--- src/rtl/bcd_pkg.sv ---
// Shared definitions for the BCD <-> binary converters.
// Holds the converter FSM state encoding, the shift iteration count and a
// helper that flags non-decimal nibbles.
package bcd_pkg;

    // Number of shift iterations for an 8-digit (32-bit) word.
    localparam int unsigned COUNTER_MAX = 32;

    // One-hot encoded states; any other encoding is treated as illegal.
    typedef enum logic [2:0] {
        S_IDLE  = 3'b001,
        S_SHIFT = 3'b010,
        S_SUB3  = 3'b100
    } bcd_state_e;

    // A BCD nibble is invalid when it holds a value above 9.
    function automatic logic nibble_invalid(input logic [3:0] nib);
        return nib > 4'd9;
    endfunction

endpackage

--- src/rtl/bcd_sub3_column.sv ---
// One BCD digit correction column for reverse double-dabble.
// A digit that reaches 8 or more after a right shift carried a 10 (shifted
// into the next lower position as 5+3), so 3 is removed to restore BCD.
// Ports:
//   din  - 4-bit digit from the working register
//   dout - corrected digit (din - 3 when din >= 8, else din)
module bcd_sub3_column (
    input  logic [3:0] din,
    output logic [3:0] dout
);

    assign dout = (din >= 4'd8) ? din - 4'd3 : din;

endmodule

--- src/rtl/bcd_to_unsigned.sv ---
// Sequential reverse double-dabble converter: packed BCD in, unsigned binary out.
// Alternates one right-shift cycle with one subtract-3 correction cycle;
// a conversion occupies 63 cycles (32 shifts, 31 corrections).
// Ports:
//   clk     - clock, all state updates on rising edge
//   reset   - synchronous active-high reset
//   trigger - start request, sampled only while idle
//   bcd_in  - packed BCD input, digit 0 in [3:0]
//   idle    - 1 when no conversion is in progress
//   bin     - binary result, held between conversions
//   error   - 1 when the last converted input had a nibble above 9
module bcd_to_unsigned #(
    parameter int unsigned DIGITS      = 8,
    parameter int unsigned COUNTER_MAX = bcd_pkg::COUNTER_MAX
) (
    input  logic                clk,
    input  logic                reset,
    input  logic                trigger,
    input  logic [4*DIGITS-1:0] bcd_in,
    output logic                idle,
    output logic [4*DIGITS-1:0] bin,
    output logic                error
);

    import bcd_pkg::*;

    localparam int unsigned W        = 4 * DIGITS;
    localparam logic [5:0]  CNT_LAST = 6'(COUNTER_MAX);

    bcd_state_e     state;
    logic [W-1:0]   bcd_sh;
    logic [W-1:0]   bin_sh;
    logic [5:0]     counter;
    logic           err_q;

    logic [W-1:0]   bcd_corr;
    logic [W-1:0]   bin_shifted;
    logic           load_err;

    // Corrected digits of the working register, used in S_SUB3.
    for (genvar i = 0; i < DIGITS; i++) begin : g_sub3
        bcd_sub3_column u_col (
            .din  (bcd_sh[4*i +: 4]),
            .dout (bcd_corr[4*i +: 4])
        );
    end

    always_comb begin
        load_err = 1'b0;
        for (int i = 0; i < int'(DIGITS); i++) begin
            load_err = load_err | nibble_invalid(bcd_in[4*i +: 4]);
        end
    end

    // Accumulator value after the current shift: LSB of the BCD register
    // enters at the top.
    assign bin_shifted = {bcd_sh[0], bin_sh[W-1:1]};

    assign idle = (state == S_IDLE);

    always_ff @(posedge clk) begin
        if (reset) begin
            state   <= S_IDLE;
            bcd_sh  <= '0;
            bin_sh  <= '0;
            counter <= '0;
            err_q   <= 1'b0;
            bin     <= '0;
            error   <= 1'b0;
        end else begin
            case (state)
                S_IDLE: begin
                    if (trigger) begin
                        bcd_sh  <= bcd_in;
                        bin_sh  <= '0;
                        counter <= 6'd1;
                        err_q   <= load_err;
                        state   <= S_SHIFT;
                    end
                end
                S_SHIFT: begin
                    bcd_sh <= {1'b0, bcd_sh[W-1:1]};
                    bin_sh <= bin_shifted;
                    if (counter == CNT_LAST) begin
                        bin   <= bin_shifted;
                        error <= err_q;
                        state <= S_IDLE;
                    end else begin
                        counter <= counter + 6'd1;
                        state   <= S_SUB3;
                    end
                end
                S_SUB3: begin
                    bcd_sh <= bcd_corr;
                    state  <= S_SHIFT;
                end
                default: state <= S_IDLE;
            endcase
        end
    end

endmodule

--- config.mk ---
export PLATFORM = sky130hd
export DESIGN_NAME = bcd_to_unsigned
export DESIGN_NICKNAME = d
export VERILOG_FILES = /design/src/rtl/bcd_pkg.sv /design/src/rtl/bcd_sub3_column.sv /design/src/rtl/bcd_to_unsigned.sv
export SDC_FILE = /design/constraint.sdc
export NUM_CORES = 1
export LEC_CHECK = 0
export CAP_MARGIN = 5
export CORE_ASPECT_RATIO = 2
export CORE_MARGIN = 4
export CORE_UTILIZATION = 45
export DETAILED_ROUTE_END_ITERATION = 7
export PLACE_DENSITY = 0.68
export SLEW_MARGIN = 20
export SYNTH_ARGS = -nofsm -noshare
export SYNTH_HDL_FRONTEND = slang
export SYNTH_SLANG_ARGS = --single-unit
export TNS_END_PERCENT = 1
--- constraint.sdc ---
create_clock -name clk -period 2.4 [get_ports clk]
set_clock_uncertainty 0.2 [all_clocks]
set_input_delay 0.36 -clock clk [delete_from_list [all_inputs] [get_ports clk]]
set_output_delay 0.36 -clock clk [all_outputs]
set_load 0.02 [all_outputs]
* Word level (Yosys, flattened, before mapping)
Cells that the tools add are included.
Storage, ports and cells: flip-flop bits (word level) 107, input bits 35, logic and storage cells 92
Operators by class: $add $sub $neg 9, $lt $le $gt $ge 16, equality and inequality tests 14, multiplexer cells 18, bitwise operators 7, reductions and logical operators 14
Operator list (number):
- case mux 32 bit (3 select lines) | 1
- 2-to-1 mux 32 bit | 2
- case mux 32 bit (2 select lines) | 1
- greater-or-equal comparator 4 bit, second input constant | 8
- > comparator 4 bit, second input constant | 8
- 2-to-1 mux 4 bit | 8
- subtractor 4 x 2 -> 4 bit, second input constant | 8
- AND reduction 3 bit | 9
- != test 2 x 1 -> 1 bit, second input constant | 8
- 2-to-1 mux 6 bit | 2
- case mux 6 bit (2 select lines) | 1
- case mux 3 bit (3 select lines) | 1
- bitwise OR 1 bit | 7
- adder 6 x 1 -> 6 bit, second input constant | 1
- equality test 6 bit, second input constant | 1
- 2-to-1 mux 3 bit | 2
- AND reduction 2 bit | 3
- != test 2 bit, second input constant | 2
- equality test 3 x 1 -> 1 bit, second input constant | 1
- equality test 3 x 2 -> 1 bit, second input constant | 1
- equality test 3 bit, second input constant | 1
- nonzero test 3 bit | 1
- nonzero test 2 bit | 1

* Depth between registers and ports, before layout
Gate-level depths: netlist of the first run.
word-level depth 8, gate-level depth with buffers 8, depth with buffers taken out 6

* Hierarchy
Synthesis of the first run repeated with hierarchy kept, for this count alone.
Second synthesis, totals: cell total of the unflattened synthesis 522, area, all modules 4805.9 um^2
By module, submodules not included:
- bcd_to_unsigned | instances 1, cells each 434, area an instance 4195.3 um^2, sequential area each 2122.0 um^2
- bcd_sub3_column | instances 8, cells each 11, area an instance 76.3 um^2, sequential area each 0.0 um^2

* Least setup slack after synthesis of the first run
OpenSTA, ideal clock, no wires.
path kind reg2out, start reg state[2], end out idle, arrival time 1.358 ns, path slack 0.482 ns, cell stages (with the launch flop) 6, cells stage by stage dfxtp_1 > buf_2 > inv_1 > buf_2 > clkbuf_1 > and3_1
On the way: longest elaborated chain between the ends 1
Ends and longest elaborated chain:
- start, declared | line bcd_to_unsigned.sv:30 | bcd_state_e state;
- start signal, assigned | line bcd_to_unsigned.sv:63 | state <= S_IDLE;
- start signal, assigned | line bcd_to_unsigned.sv:78 | state <= S_SHIFT;
- start signal, assigned | line bcd_to_unsigned.sv:87 | state <= S_IDLE;
- equality test 3 x 1 -> 1 bit | line bcd_to_unsigned.sv:59 | assign idle = (state == S_IDLE);
- end, declared | line bcd_to_unsigned.sv:20 | output logic idle,
No other way between the ends.

* Worst setup path after layout of the first run
start reg state[1], end reg bcd_sh[5]
On the way: longest elaborated chain between the ends 3
Ends and longest elaborated chain:
- equality test 3 bit, or another cell as far along | line bcd_to_unsigned.sv:71 | case (state)
- != test 2 x 1 -> 1 bit (no line), or another cell as far along
- AND reduction 3 bit (no line)
- end signal, assigned | line bcd_to_unsigned.sv:74 | bcd_sh <= bcd_in;
- end signal, assigned | line bcd_to_unsigned.sv:82 | bcd_sh <= {1'b0, bcd_sh[W-1:1]};
- end signal, assigned | line bcd_to_unsigned.sv:94 | bcd_sh <= bcd_corr;
- end, declared | line bcd_to_unsigned.sv:31 | logic [W-1:0] bcd_sh;
Several ways; a longest one is shown, not always the timed one. A chain may end at the register's enable or synchronous reset.

==> impl_metrics.json, run 1 <==
{
  "outcome": "finished, final reports clean",
  "ys_warn_count": 0,
  "hold_viol": 0,
  "num_vias": 5057,
  "end_kind": "flop",
  "synthFlopType": "dfxtp_1",
  "ys_types": 40,
  "worst_pin_slew_ns": 0.5704,
  "coreArea_sq_mm": 0.01129,
  "place.gp.congestion": 0.8683,
  "setup_ws_ns": 0.2077,
  "p_total_uw": 3960,
  "setup_viol": 0,
  "leakagePower_uw": 0.002248,
  "critical-path-slowest-cell": "a211oi_1",
  "tritoncts": "built",
  "wl_um": 15000,
  "grt_overflow_total": 0,
  "cts_root_buffer": "clkbuf_16",
  "die-area_sq_mm": 0.01340,
  "syn_area_sq_mm": 0.005180,
  "slew_viol_final": 0,
  "yosysSeqAreaShare_pct": 40.97,
  "crit_path_start_kind": "flop",
  "design_area_sq_mm": 0.006341,
  "cp_max_fo": 15,
  "period_minus_slack_ns": 2.192,
  "drc": 0,
  "num_rows": 55,
  "arrival_ns": 2.24,
  "pre_cts_ws_ns": 0.1319,
  "die_h_um": 159.7,
  "ir_worst_vdd_mv": 0.4058,
  "clkTransAtPathRegs_ns": 0.08,
  "syn_nets": 680,
  "slew-limit-headroom_pct": 61.74,
  "crit_chain": "buf_4 -> and4bb_4 -> a211oi_1 -> a21oi_1 -> a221oi_1",
  "vias_per_cell": 6.107,
  "holdWs_ns": 0.2575,
  "p_per_area_mw_per_mm2": 624.4,
  "setup_tns_ns": 0,
  "cts.repair.resized": 1,
  "track_usage_pct": 22.11,
  "worstSkewPairLatency_ns": 0.35,
  "cts_max_level": 3,
  "synthCells": 627,
  "postRouteAntennaNets": 0,
  "cts.sinks": 106,
  "cts_made_buffers": 9,
  "worst-endpoint-required_ns": 2.44,
  "grt_pass1_vias": 4979,
  "rsz0062_at_grt": "no",
  "initial_utilization_pct": 45.90,
  "async_reset_ff_share_pct": 0,
  "nets": 734,
  "wl_per_cell_um": 18.12,
  "critical_path.top_delay_family": "compound AO/OA/AOI/OAI gates",
  "max-cap-violations": 0,
  "timing.final.crit_share_pct": 91.35,
  "grt_max_degree": 107,
  "n_antenna_cell": 0,
  "fmax_mhz": 456.1,
  "dpl_cell_area_sq_mm": 0.006040,
  "grt_pass1_wl_um": 24470,
  "drtPass1Iterations": 5,
  "cts_buffer_depth": 2,
  "post_cts_buffers": 0,
  "synth_top_area_share_pct": 40.97,
  "yosys-top-cells-area": "dfxtp_1 41%, a21oi_1 7.2%, a22oi_1 6.8%, nand2_1 6.5%, ha_1 4.3%",
  "drive_above_1_share_pct": 7.872,
  "avgSynthCellArea_sq_um": 8.262,
  "io_pins": 69,
  "die_x_um": 83.87,
  "dp.final_hpwl_um": 10410,
  "antenna_found_initial": 0,
  "critPathMaxStageDelay_ns": 0.53,
  "yosys.area.top_type": "dfxtp_1",
  "area_delta_synth_final_pct": 22.42,
  "path_buf_inv": 1,
  "worstSetupPathType": "reg2reg",
  "first_iter_violations": 334,
  "cts-hold-fix-buffers": 0,
  "synth-edff-count": 0,
  "numPortBuffers": 68,
  "ys_ff_latch": 106,
  "r2r_slack_ns": 0.21,
  "min_path_type": "reg2reg"
}
cells in the mapped netlist (11+ instances only):
| cell type | n |
|---|---|
| o21ai_0 | 28 |
| nor2_1 | 47 |
| ha_1 | 18 |
| nand2_1 | 90 |
| a22oi_1 | 47 |
| a211oi_1 | 11 |
| clkbuf_1 | 29 |
| a221oi_1 | 16 |
| a22o_1 | 24 |
| buf_2 | 15 |
| inv_1 | 27 |
| dfxtp_1 | 106 |
| a21oi_1 | 75 |
layout by cell type, fill, tap and decap left out, types with 2 or more instances in the layout:
master / instances
o21ai_0: 28
a32oi_1: 7
nor3_1: 3
or3b_2: 2
and3_1: 2
clkinv_8: 2
dfxtp_1: 106
xor2_1: 3
clkbuf_16: 9
a2bb2o_1: 7
a21oi_1: 75
a31oi_1: 9
clkdlybuf4s50_1: 66
ha_1: 18
o2111ai_1: 2
inv_6: 3
nand2_1: 90
a221oi_1: 16
a22o_1: 24
a22oi_1: 47
buf_4: 24
inv_1: 27
a211oi_1: 11
or2_2: 2
nor2b_1: 2
a32o_1: 8
o211ai_1: 8
nor2_1: 46
nand4_1: 3
buf_12: 3
or3_1: 9
a21o_1: 9
layout make-up:
cell class                 count  area [sq um]
clock inverter                 7         77.57
multi-input combinational    441          2719
inverter                      28         105.1
clock buffer                   9         225.2
fill                        1053          4945
tap                          142         177.7
sequential                   106          2122
timing repair buffer          95         914.6
final timing paths:
check,from,end,depth (start not counted)
setup / recovery,state[1]$_SDFFE_PP0P_,bcd_sh[5]$_SDFFE_PP0P_,5
hold / removal,bin[27]$_SDFFE_PP0P_,bin[27]$_SDFFE_PP0P_,2
setup reg to reg,state[1]$_SDFFE_PP0P_,bcd_sh[5]$_SDFFE_PP0P_,5
hold reg to reg,bin[27]$_SDFFE_PP0P_,bin[27]$_SDFFE_PP0P_,2
report_power, final:
part / internal, uW / leakage (uW) / switching, uW / total (uW)
logic: 259 / 0.00124 / 320 / 579
registers: 1820 / 0.000862 / 84.0 / 1910
clock network: 741 / 0.000144 / 732 / 1470
metrics by stage:
step / util [%] / cells
after floorplan: - / 627
after global placement: 53.51 / 812
after detailed placement: 53.51 / 812
after CTS: 56.19 / 828
after global routing: 56.19 / 828
final: 56.19 / 828
state kept, by name (all words and copies together) (netlist names):
name	cells
state	3
err_q	1
error	1
bin	32
bcd_sh	32
counter	6
bin_sh	31
routing by layer:
layer | track usage, % | vias up | wire (um)
met5 | 0 | - | 0
met4 | 13.18 | 0 | 751
met3 | 2.943 | 48 | 648
met2 | 39.92 | 179 | 7929
met1 | 24.06 | 2437 | 5673
li1 | - | 2393 | -
cell families after synthesis:
group	count (synthesis)	share of synthesized area, %
DFF	106	40.97
AOI/OAI and AO/OA	252	33.19
buffers and inverters	80	6.739
adders and majority gates	18	4.348
xor gates and xnor gates	3	0.5073
and+or+nand+nor	168	14.25
worst min-delay path, cell delays in order, from the launching register on:
cell and delay, ns:
dfxtp_1 0.31, nand2_1 0.05, a21oi_1 0.05
Note: power is estimated with default switching activity, not from simulation.
==> run 2: changes to the inputs <==
CORE_UTILIZATION = 55   (was 45)
PLACE_DENSITY = 0.81   (was 0.68)
==> impl_metrics.json, run 2 (synthesis results as in run 1) <==
{
  "end_kind": "output port",
  "die_x_um": 76.62,
  "cp_max_fo": 10,
  "outcome": "finished, final reports clean",
  "crit_chain": "buf_4 -> clkinv_1 -> and3_1 -> clkdlybuf4s50_1",
  "worst-endpoint-required_ns": 1.84,
  "final_cell_mix": "104 x dfxtp_1, 90 x nand2_1, 75 x a21oi_1, 67 x clkdlybuf4s50_1, 47 x a22oi_1",
  "num_rows": 49,
  "wl_um": 14830,
  "grt_max_degree": 35,
  "die_h_um": 145.2,
  "cts_root_buffer": "clkbuf_16",
  "wl_per_cell_um": 18.70,
  "ir_worst_vdd_mv": 0.5114,
  "vias_per_cell": 6.536,
  "design_area_sq_mm": 0.006335,
  "cts_made_buffers": 9,
  "period_minus_slack_ns": 2.292,
  "n_antenna_cell": 0,
  "initial_utilization_pct": 57.09,
  "setup_tns_ns": 0,
  "postRouteAntennaNets": 0,
  "min_path_type": "reg2reg",
  "critPathMaxStageDelay_ns": 0.53,
  "slew-limit-headroom_pct": 58.65,
  "grt_pass1_vias": 5080,
  "final_common_cell": "dfxtp_1",
  "io_pins": 69,
  "grt_overflow_total": 0,
  "post_cts_buffers": 0,
  "nets": 739,
  "largest_registers": "bcd_sh: 32 flops, bin: 32 flops, bin_sh: 31 flops",
  "ff2ff_path_depth": 4,
  "setup_viol": 0,
  "drive_above_1_share_pct": 8.828,
  "grt_pass1_wl_um": 24530,
  "leakagePower_uw": 0.002283,
  "cts-hold-fix-buffers": 0,
  "numPortBuffers": 68,
  "arrival_ns": 1.73,
  "worstSkewPairLatency_ns": 0.35,
  "cts.sinks": 106,
  "area_delta_synth_final_pct": 22.29,
  "place.gp.congestion": 0.9106,
  "timing.final.crit_share_pct": 95.48,
  "pre_cts_ws_ns": 0.1151,
  "cts.repair.resized": 1,
  "antenna_found_initial": 0,
  "die-area_sq_mm": 0.01113,
  "tritoncts": "built",
  "worst_pin_slew_ns": 0.6203,
  "coreArea_sq_mm": 0.009074,
  "clkTransAtPathRegs_ns": 0.08,
  "fin_cells": 793,
  "num_vias": 5183,
  "p_per_area_mw_per_mm2": 640.9,
  "first_iter_violations": 510,
  "worstSetupPathType": "reg2out",
  "crit_path_start_kind": "flop",
  "hold_viol": 0,
  "slew_viol_final": 0,
  "hold-path-cell-count": 2,
  "drtPass1Iterations": 5,
  "drc": 0,
  "critical-path-slowest-cell": "clkdlybuf4s50_1",
  "rsz0062_at_grt": "no",
  "setup_ws_ns": 0.1084,
  "cts_max_level": 3,
  "dp_cells": 777,
  "dp.final_hpwl_um": 10180,
  "max-cap-violations": 0,
  "track_usage_pct": 26.65,
  "dpl_cell_area_sq_mm": 0.006015,
  "cts_buffer_depth": 2,
  "fmax_mhz": 436.4,
  "fillCellCount": 738
}
[run 2: critical path: cells and delay by family, from the launching register on]
kind	cells	cell delay [ns]
flip-flops	1	0.46
AND/OR/NAND/NOR	1	0.17
buffers and inverters	3	0.75
[run 2: layout make-up]
class,count,area [sq um],share of cell area (%)
clock inverters,7,92.59,1.462
well taps,102,127.6,2.015
repair buffers,100,940.9,14.85
flip-flops and latches,106,2125,33.54
multi-input cells,441,2719,42.92
inverters,28,105.1,1.659
clock buffers,9,225.2,3.555
[run 2: power breakdown]
part	internal [uW]	switching, uW
Combinational	264	316
Clock	843	723
Sequential	1820	89.7
[run 2: metrics by stage]
stage | hold WS [ns] | util, % | total power (uW)
CTS | 0.2556 | 69.80 | 4055
detailed placement | 0.2453 | 66.29 | 2517
global placement | 0.2447 | 66.29 | 2485
global route | 0.2777 | 69.82 | 4224
floorplan | 0.2316 | - | 2290
finish | 0.2538 | 69.82 | 4060
[run 2: per-layer routing]
layer	GRT usage [%]	up-vias	part of all wire, %
met5	0	-	0
met4	14.52	0	4.4
met2	46.47	271	52
met1	30.11	2453	37
li1	-	2391	-
met3	5.211	68	6.8
[run 2: path summary, 6_finish.rpt]
check	start	to	slack [ns]
worst max-delay path	state[1]$_SDFFE_PP0P_	idle	0.11
worst max register to register	state[2]$_SDFFE_PP0P_	bcd_sh[24]$_SDFFE_PP0P_	0.27
worst min-delay path	bin[9]$_SDFFE_PP0P_	bin[9]$_SDFFE_PP0P_	0.25
worst min register to register	bin[9]$_SDFFE_PP0P_	bin[9]$_SDFFE_PP0P_	0.25
==> run 3: changes to the inputs <==
--- a/config.mk
+++ b/config.mk
@@ -13,2 +13,3 @@
 export PLACE_DENSITY = 0.81
+export SKIP_CTS_REPAIR_TIMING = 1
 export SLEW_MARGIN = 20
--- a/constraint.sdc
+++ b/constraint.sdc
@@ -4,2 +4,2 @@
 set_output_delay 0.36 -clock clk [all_outputs]
-set_load 0.02 [all_outputs]
+set_load 0.005 [all_outputs]
==> impl_metrics.json, run 3 (synthesis results as in run 1) <==
{
  "rsz0062_at_grt": "no",
  "slew-limit-headroom_pct": 58.33,
  "die-area_sq_mm": 0.01113,
  "use_met2_pct": 45.41,
  "cts_made_buffers": 9,
  "grt_pass1_wl_um": 24210,
  "setup_tns_ns": 0,
  "track_usage_pct": 26.17,
  "r2r_start": "state[1]$_SDFFE_PP0P_",
  "grt_overflow_total": 0,
  "num_rows": 49,
  "design_area_sq_mm": 0.006307,
  "p_per_area_mw_per_mm2": 629.7,
  "wl_um": 14450,
  "worst_pin_slew_ns": 0.6244,
  "nets": 734,
  "cp_max_fo": 13,
  "cp-endpoint": "idle",
  "holdWs_ns": 0.2577,
  "area_delta_synth_final_pct": 21.76,
  "cts_buffer_depth": 2,
  "hold_viol": 0,
  "coreArea_sq_mm": 0.009074,
  "drc": 0,
  "wl_per_cell_um": 18.34,
  "final_common_cell": "dfxtp_1",
  "grt_use_met3_pct": 4.591,
  "first_iter_violations": 403,
  "r2r-end": "counter[2]$_SDFFE_PP0P_",
  "dpl_cell_area_sq_mm": 0.006002,
  "cp-startpoint": "state[0]$_SDFFE_PP1P_",
  "grt_pass1_vias": 4935,
  "initial_utilization_pct": 57.09,
  "leakagePower_uw": 0.002260,
  "die_x_um": 76.62,
  "drive_above_1_share_pct": 8.017,
  "vias_per_cell": 6.451,
  "antenna_found_initial": 0,
  "arrival_ns": 1.71,
  "worstSetupPathType": "reg2out",
  "end_kind": "output port",
  "worstSkewPairLatency_ns": 0.35,
  "crit_path_start_kind": "flop",
  "worst-endpoint-required_ns": 1.84,
  "die_h_um": 145.2,
  "fmax_mhz": 440.2,
  "ff2ff_path_depth": 5,
  "setup_viol": 0,
  "cts_max_level": 3,
  "cts.sinks": 106,
  "cts_root_buffer": "clkbuf_16",
  "dp.final_hpwl_um": 9891,
  "p_total_uw": 3971,
  "numPortBuffers": 68,
  "final_cell_mix": "105 x dfxtp_1, 90 x nand2_1, 75 x a21oi_1, 67 x clkdlybuf4s50_1, 47 x a22oi_1",
  "place.gp.congestion": 0.9425,
  "drtPass1Iterations": 5,
  "r2r_slack_ns": 0.14,
  "postLayoutCoreUtil_pct": 69.51,
  "max-cap-violations": 0,
  "ir_worst_vdd_mv": 0.4339,
  "grt_max_degree": 48,
  "num_vias": 5083,
  "slew_viol_final": 0,
  "grt-busiest-layer": "met2",
  "outcome": "finished, final reports clean",
  "gr-usage-met1_pct": 29.78,
  "io_pins": 69,
  "n_antenna_cell": 0,
  "postRouteAntennaNets": 0,
  "largest_registers": "bcd_sh: 32 flops, bin: 32 flops, bin_sh: 31 flops",
  "period_minus_slack_ns": 2.272,
  "timing.final.crit_share_pct": 94.66,
  "min_path_type": "in2reg",
  "clkTransAtPathRegs_ns": 0.08,
  "tritoncts": "built"
}
-- run 3: changes by cell type in the layout (fill, tap and decap cells not counted), sizes merged --
cell	delta
buf	-5
bufinv	-1
inv	+1
-- run 3: critical path: stages (launching register included) --
cell and delay [ns]:
dfxtp_2 0.45, buf_4 0.25, and3_1 0.17, clkdlybuf4s50_1 0.49
-- run 3: worst min-delay path by stage --
stage	to	cells after the start	from
after floorplan	bin[0]$_SDFFE_PP0P_	2	bin_sh[1]$_SDFFE_PP0P_
after CTS	state[1]$_SDFFE_PP0P_	2	reset
after detailed placement	bin[24]$_SDFFE_PP0P_	2	bin[24]$_SDFFE_PP0P_
after global placement	bin[20]$_SDFFE_PP0P_	2	bin[20]$_SDFFE_PP0P_
after global routing	bin_sh[2]$_SDFFE_PP0P_	2	reset
final	bin_sh[2]$_SDFFE_PP0P_	2	reset
-- run 3: per-layer routing --
layer	up-vias	part of all wire (%)
met5	-	0
met4	0	4.7
met3	57	5.4
met2	232	52
met1	2400	38
li1	2394	-
-- run 3: stage by stage --
step / cells / setup WS, ns
3_5_place_dp: 772 / 0.1101
3_3_place_gp: 772 / 0.1464
6_report: 788 / 0.1281
2_1_floorplan: 627 / 0.5449
5_1_grt: 788 / 0.07210
4_1_cts: 788 / -0.02660
-- run 3: cell type report --
| type | instances | area (sq um) |
|---|---|---|
| multi-input cells | 441 | 2719 |
| inverters | 28 | 105.1 |
| clock buffers | 9 | 225.2 |
| clock inverters | 7 | 78.83 |
| flip-flops and latches | 106 | 2123 |
| well taps | 102 | 127.6 |
| repair buffers | 95 | 928.4 |
| fillers | 738 | 2766 |
-- run 3: power breakdown --
part / switching, uW / internal, uW / leakage (uW) / total, uW
registers: 86.5 / 1820 / 0.000862 / 1910
logic: 306 / 262 / 0.00125 / 567
clock network: 745 / 749 / 0.000151 / 1490
total: 1140 / 2830 / 0.00226 / 3970
